File: src/rtl/adc_cal_sequencer.sv
// Power-down / power-up / calibration sequencer for the ADC macro.
// Drives the triplicated OM/CAL/DF pins and reports ready, done and timeout status.
module adc_cal_sequencer #(
  parameter int PUP_CYC       = 16,
  parameter int CAL_PULSE_CYC = 8,
  parameter int BUSY_RISE_TO  = 64,
  parameter int CAL_TO        = 32768,
  parameter int CNT_W         = 16
) (
  input  logic       CLK,
  input  logic       RST_N,
  input  logic       cfg_enable,
  input  logic       cfg_df,
  input  logic       cal_req,
  input  logic       CAL_BUSY,
  output logic       OM_A,
  output logic       OM_B,
  output logic       OM_C,
  output logic       CAL_A,
  output logic       CAL_B,
  output logic       CAL_C,
  output logic       DF_A,
  output logic       DF_B,
  output logic       DF_C,
  output logic       adc_ready,
  output logic       cal_done,
  output logic       cal_err,
  output logic [7:0] cal_count,
  output logic [2:0] state
);

  typedef enum logic [2:0] {
    S_PD        = 3'd0,
    S_PWRUP     = 3'd1,
    S_CAL_PULSE = 3'd2,
    S_WAIT_RISE = 3'd3,
    S_WAIT_FALL = 3'd4,
    S_READY     = 3'd5,
    S_ERROR     = 3'd6
  } st_t;

  localparam logic [CNT_W-1:0] PUP_LAST  = CNT_W'(PUP_CYC - 1);
  localparam logic [CNT_W-1:0] CAL_LAST  = CNT_W'(CAL_PULSE_CYC - 1);
  localparam logic [CNT_W-1:0] RISE_LAST = CNT_W'(BUSY_RISE_TO - 1);
  localparam logic [CNT_W-1:0] FALL_LAST = CNT_W'(CAL_TO - 1);

  st_t              st;
  st_t              nxt;
  logic [CNT_W-1:0] cnt;
  logic             busy_p0;
  logic             busy_p1;
  logic             busy_s;
  logic             om_r;
  logic             cal_r;
  logic             df_r;
  logic             cal_complete;

  function automatic logic [7:0] sat_inc8(input logic [7:0] v);
    return (v == 8'hFF) ? v : v + 8'd1;
  endfunction

  assign busy_s = busy_p1;

  always_comb begin
    nxt = st;
    if (!cfg_enable) begin
      nxt = S_PD;
    end else begin
      case (st)
        S_PD:        nxt = S_PWRUP;
        S_PWRUP:     if (cnt == PUP_LAST) nxt = S_WAIT_RISE;
        S_CAL_PULSE: if (cnt == CAL_LAST) nxt = S_WAIT_RISE;
        S_WAIT_RISE: begin
          if (busy_s)                 nxt = S_WAIT_FALL;
          else if (cnt == RISE_LAST)  nxt = S_ERROR;
        end
        S_WAIT_FALL: begin
          if (!busy_s)                nxt = S_READY;
          else if (cnt == FALL_LAST)  nxt = S_ERROR;
        end
        // A request wins over a self-started recalibration seen on busy_s.
        S_READY: begin
          if (cal_req)                nxt = S_CAL_PULSE;
          else if (busy_s)            nxt = S_WAIT_FALL;
        end
        S_ERROR:     if (cal_req) nxt = S_CAL_PULSE;
        default:     nxt = S_PD;
      endcase
    end
  end

  assign cal_complete = (st == S_WAIT_FALL) && (nxt == S_READY);

  // Outputs are decoded from the next state so pins move on the transition edge.
  always_ff @(posedge CLK or negedge RST_N) begin
    if (!RST_N) begin
      busy_p0   <= 1'b0;
      busy_p1   <= 1'b0;
      st        <= S_PD;
      cnt       <= '0;
      om_r      <= 1'b0;
      cal_r     <= 1'b0;
      df_r      <= 1'b0;
      adc_ready <= 1'b0;
      cal_done  <= 1'b0;
      cal_err   <= 1'b0;
      cal_count <= 8'd0;
    end else begin
      busy_p0   <= CAL_BUSY;
      busy_p1   <= busy_p0;
      st        <= nxt;
      cnt       <= (nxt != st) ? '0 : cnt + CNT_W'(1);
      om_r      <= (nxt != S_PD);
      cal_r     <= (nxt == S_CAL_PULSE);
      adc_ready <= (nxt == S_READY);
      cal_done  <= cal_complete;
      if (cal_complete) cal_count <= sat_inc8(cal_count);
      if (nxt == S_PD)         cal_err <= 1'b0;
      else if (nxt == S_ERROR) cal_err <= 1'b1;
      // DF only follows the request while the ADC is powered down.
      if (st == S_PD) df_r <= cfg_df;
    end
  end

  assign OM_A  = om_r;
  assign OM_B  = om_r;
  assign OM_C  = om_r;
  assign CAL_A = cal_r;
  assign CAL_B = cal_r;
  assign CAL_C = cal_r;
  assign DF_A  = df_r;
  assign DF_B  = df_r;
  assign DF_C  = df_r;
  assign state = st;

endmodule

File: config.mk
export PLATFORM = sky130hd
export DESIGN_NAME = adc_cal_sequencer
export DESIGN_NICKNAME = d
export VERILOG_FILES = /design/src/rtl/adc_cal_sequencer.sv
export SDC_FILE = /design/constraint.sdc
export NUM_CORES = 1
export LEC_CHECK = 0
export ABC_AREA = 1
export CAP_MARGIN = 30
export CORE_ASPECT_RATIO = 1.2
export CORE_MARGIN = 5
export CORE_UTILIZATION = 25
export DETAILED_ROUTE_END_ITERATION = 6
export GPL_ROUTABILITY_DRIVEN = 1
export PLACE_DENSITY_LB_ADDON = 0.05
export SETUP_SLACK_MARGIN = 0.3
export SLEW_MARGIN = 15
export SYNTH_ARGS = -nofsm -noshare
export SYNTH_HDL_FRONTEND = slang
export SYNTH_SLANG_ARGS = --single-unit
File: constraint.sdc
create_clock -name CLK -period 3.5 [get_ports CLK]
set_clock_uncertainty 0.15 [all_clocks]
set_input_delay 0.875 -clock CLK [delete_from_list [all_inputs] [get_ports CLK]]
set_output_delay 0.875 -clock CLK [all_outputs]
set_load 0.02 [all_outputs]
### Word level (Yosys, flattened, before mapping)

Cells that the tools add are included.

| operators by class | value |
|---|---|
| add/sub/neg operators | 2 |
| eq/ne operators | 15 |
| muxes and demuxes | 14 |
| bitwise logic cells | 1 |
| reduce and logical (&&, ||, !) cells | 6 |

Operators by type and width:

| operator | number |
|---|---|
| $mux 3 | 10 |
| $pmux 3 s7 | 1 |
| $add 16x1->16 const B | 1 |
| $eq 16x15->1 const B | 1 |
| $eq 16x3->1 const B | 1 |
| $eq 16x4->1 const B | 1 |
| $eq 16x6->1 const B | 1 |
| $mux 16 | 1 |
| $eq 3x3->1 const B | 5 |
| $eq 3x2->1 const B | 3 |
| $add 8x1->8 const B | 1 |
| $eq 8x8->1 const B | 1 |
| $logic_not 3->1 | 2 |
| $eq 3x1->1 const B | 1 |
| $ne 3x3->1 | 1 |
| $reduce_bool 3->1 | 1 |
| $mux 1 | 2 |
| $reduce_and 2->1 | 1 |
| $reduce_bool 2->1 | 1 |
| $logic_and 1x1->1 | 1 |
| $not 1->1 | 1 |

| word-level totals | value |
|---|---|
| register bits | 35 |
| input bits | 6 |
| output and inout port bits | 23 |
| word-level logic and storage cells | 49 |

### Longest topological paths before layout

| logic depth | value |
|---|---|
| depth in word-level cells | 8 |
| depth in mapped cells | 15 |
| depth with buffers taken out | 14 |

### Worst setup path before layout

OpenSTA, ideal clock, no wires.

| path | value |
|---|---|
| kind | in2reg |
| start point | in cal_req |
| end point | reg cnt[10] |
| setup time | 0.128 ns |
| arrival | 1.759 ns |
| required time | 3.222 ns |
| setup slack | 1.464 ns |
| stages | 13 |
| path buffers | 1 |
| cells stage by stage | nand3_1 -> nand2_1 -> nor2_1 -> nand2_1 -> inv_2 -> nand2_2 -> nand2_2 -> nand2_1 -> nand2_2 -> nor2_4 -> nand2_4 -> buf_12 -> nor2_4 |

| on the way | value |
|---|---|
| longest elaborated chain between the ends | 5 |
| elaborated cells on any way between the ends | 6 |
| those cells by class | eq/ne (1); mux (5) |

RTL lines:

| item | RTL line | RTL |
|---|---|---|
| start: declaration | 14 | `input logic cal_req,` |
| $mux 3 (on tied branches) | 86, 83 |  |
| $pmux 3 s7 * | 69 | `case (st)` |
| $mux 3 * | 66 | `if (!cfg_enable) begin` |
| $ne 3x3->1 * | 112 | `cnt <= (nxt != st) ? '0 : cnt + CNT_W'(1);` |
| $mux 16 * | 112 |  |
| end signal: assignment | 112 |  |
| end: declaration | 49 | `logic [CNT_W-1:0] cnt;` |

Every way passes the cells marked *; elsewhere a longest branch is shown, timed or not.
A chain may end at the register's enable or synchronous reset.

### Worst setup path in the final report

| path | value |
|---|---|
| start point | reg st[0] (netlist: state[0]) |
| end point | out state[0] |

RTL lines:

| item | RTL line | RTL |
|---|---|---|
| start: declaration | 47 | `st_t st;` |
| start signal: assignment | 111 | `st <= nxt;` |
| end: declaration | 29 | `output logic [2:0] state` |

No word-level cell between the ends.

==> parameters.txt <==
Parameter                              Value

Outcome
  Status    complete, no violations

Placed design
  Port bufs    28
  Routability Congestion    0.780
  Cell count after placement    351
  Half-perimeter wire length after placement    3170 microns

Route
  Vias per inst    4.28
  1st-pass router iterations    4
  DRC viols    0
  Number of design-rule violations left by the first detailed-router iteration    56
  Aggregate routed wire length    4470 microns
  Per-cell routed wire length    12.4 microns
  Via count    1540
  Detail Route Antenna Nets    0

Yosys
  Post-synthesis sequential area ratio    44.4%
  Mapped Nets    247
  Yosys cell types    25
  Synthesized instance count    239
  Combined area of all synthesized cells    0.00197 sq mm
  #FFs+latches synth    35
  Count of warnings emitted by yosys    0
  Avg Synthesized Cell Area    8.25 sq um

Timing
  RSZ-0062 raised after global routing    no
  TNS Setup    0 ns
  Final Slew Violations    0
  Relative slew margins    73.4%
  Clock period minus final worst setup slack    2.53 ns
  Worst Max-Slew Pin Slew    0.398 ns
  Hold Vio Cnt, Final    0
  Achievable frequency    396 MHz
  Portion of the clock cycle consumed by the worst path in the final layout    72.2%
  Final setup fails    0

Pwr
  Max IR drop VDD    0.112 mV
  Power density relative to cell area    326 mW/mm^2
  Static leakage    1.11 nW

CTS
  Clock edge transition at the registers on the reported setup and hold paths    0.09 ns
  CTS buffer count    5
  Clk_lat worst skew    0.29 ns
  Count of clock tree sinks    35
  Post-CTS Setup Bufs    0
  Count of H-tree levels built during CTS    2
  Max Root-Sink Buffers    2
  Buffer type at the clock tree root    clkbuf_8
  Resize count post-CTS    0
  CTS tree    yes
  Number of buffers added to fix hold violations after cts    0

Global routing
  Maximum number of pins on one net before global-route repair    36
  Total overflow reported by the global router    0
  First-pass GRT wire length    7650 microns
  Vias in the first global route    1566
  Antenna violations before repair    0
  Overall track demand over capacity in global routing    9.81%

Floorplan
  Effective utilization at floorplan    25.6%
  Area inside the core boundary    0.00771 sq mm
  Floorplan die width    91.1 microns
  Number of standard-cell rows in the floorplan    35
  Die footprint    0.00977 sq mm
  Die span in y    107 microns
  Num ports    29

Run
  # Max-Cap Violations    0

Critical path
  Worst EP arrival    1.50 ns
  Setup crit end kind    output port
  Cell Chain, Critical Path    clkdlybuf4s50_1
  Worst setup path class    reg2out
  WP data required    2.47 ns
  Top delay family on crit path    buffers and inverters
  Crit start category    register
  Buf+Inv Stages, Crit Path    1
  Critical-path maximum fanout    9
  Cell with the biggest individual delay on the critical path    clkdlybuf4s50_1
  Largest stage delay on the critical path    0.67 ns

Layout
  Ratio of cells with drive above 1 in the final layout    13.4%
  Net count, final    275
  Area growth from synthesis to final layout    21.8%
  Number of non-filler instances in the completed layout    360
  Number of antenna diodes    0

Hold path
  Type of the most critical hold path    reg2reg
## final timing paths
kind | from | to | slack (ns) | cells after the start
setup / recovery | state[0]$_DFF_PN0_ | state[0] | 0.97 | 1
hold / removal | busy_p0$_DFF_PN0_ | busy_p1$_DFF_PN0_ | 0.25 | 0
setup reg to reg | cnt[0]$_DFF_PN0_ | cnt[4]$_DFF_PN0_ | 1.25 | 13
hold reg to reg | busy_p0$_DFF_PN0_ | busy_p1$_DFF_PN0_ | 0.25 | 0
max in group asynchronous | RST_N | cnt[11]$_DFF_PN0_ | 2.44 | 2
min in group asynchronous | RST_N | cnt[4]$_DFF_PN0_ | 0.32 | 1
## per-stage QoR
step / instance area (sq um) / utilization [%] / hold WS, ns / power [W] / setup slack (ns)
CTS: 2380 / 30.9 / 0.239 / 0.000799 / 0.949
finish: 2400 / 31.1 / 0.246 / 0.000782 / 0.972
global route: 2400 / 31.1 / 0.246 / 0.000823 / 0.865
detailed placement: 2290 / 29.7 / 0.220 / 0.000487 / 0.800
global placement: 2290 / 29.7 / 0.220 / 0.000487 / 0.796
floorplan: 1970 / - / 0.181 / 0.000462 / 1.46
## area by class of cell
cell class | count | area [sq um]
Inverter | 27 | 101
Timing Repair Buffer | 29 | 295
Tap cell | 92 | 115
Sequential cell | 35 | 876
Multi-Input combinational cell | 169 | 923
Clock buffer | 5 | 68.8
Clock inverter | 3 | 20.0
Fill cell | 841 | 5310
## synthesized netlist by cell type, drive strengths merged
| cell | count | area share [%] |
|---|---|---|
| xnor2 | 3 | 1.3 |
| or2 | 1 | 0.32 |
| nand3 | 21 | 5.6 |
| nand4 | 7 | 2.2 |
| nor2 | 45 | 14 |
| nand2 | 64 | 13 |
| inv | 27 | 5.1 |
| xor2 | 12 | 5.3 |
| buf | 8 | 3.6 |
| ha | 2 | 1.3 |
| a31oi | 1 | 0.32 |
| nor3 | 4 | 1.0 |
| dfrtp | 35 | 44 |
| a21oi | 1 | 0.25 |
| nor3b | 2 | 0.76 |
| o21ai | 5 | 1.3 |
| a22o | 1 | 0.44 |
## sequential cells by signal, summed over array words and instances, names as in the netlist
register   count
state          3
busy_p1        1
cal_done       1
CAL_A          1
cal_err        1
DF_A           1
OM_A           1
cal_count      8
cnt           16
busy_p0        1
adc_ready      1
## cells by family (layout without fill, tap and decap cells)
family,Yosys count,in the layout,share of synthesized area (%)
and+or+nand+nor,144,144,36.6
DFF,35,35,44.4
buffers and inverters,35,64,8.70
xor gates and xnor gates,15,15,6.67
AOI/OAI and AO/OA,8,8,2.29
adders and majority gates,2,2,1.27
## metal layers
metal	track usage, %	routed length [microns]	vias up
li1	-	-	794
met1	12.5	2090	711
met2	15.9	2130	29
met3	2.80	184	6
met4	3.46	63	0
met5	0	0	-
## placed cells by master, fill, tap and decap left out, types with 2 or more instances in the layout
master           synthesis  routed
clkdlybuf4s50_1          0      27
nand3_1                 20      20
clkbuf_8                 0       5
nand2_1                 58      58
nor2_4                  13      13
nor3_1                   4       4
inv_1                   22      22
ha_1                     2       2
xor2_1                  12      12
nor2_1                  32      32
nand4_1                  7       7
inv_2                    5       5
dfrtp_1                 35      35
clkinvlp_4               0       2
nand2_2                  5       5
o21ai_0                  4       4
xnor2_1                  3       3
nor3b_1                  2       2
## power breakdown
| part | switching (W) | internal (W) |
|---|---|---|
| logic | 0.0000382 | 0.0000224 |
| registers | 0.00000746 | 0.000411 |
| clock network | 0.000164 | 0.000139 |
| total | 0.000210 | 0.000572 |
Note: power is estimated with default switching activity, not from simulation.
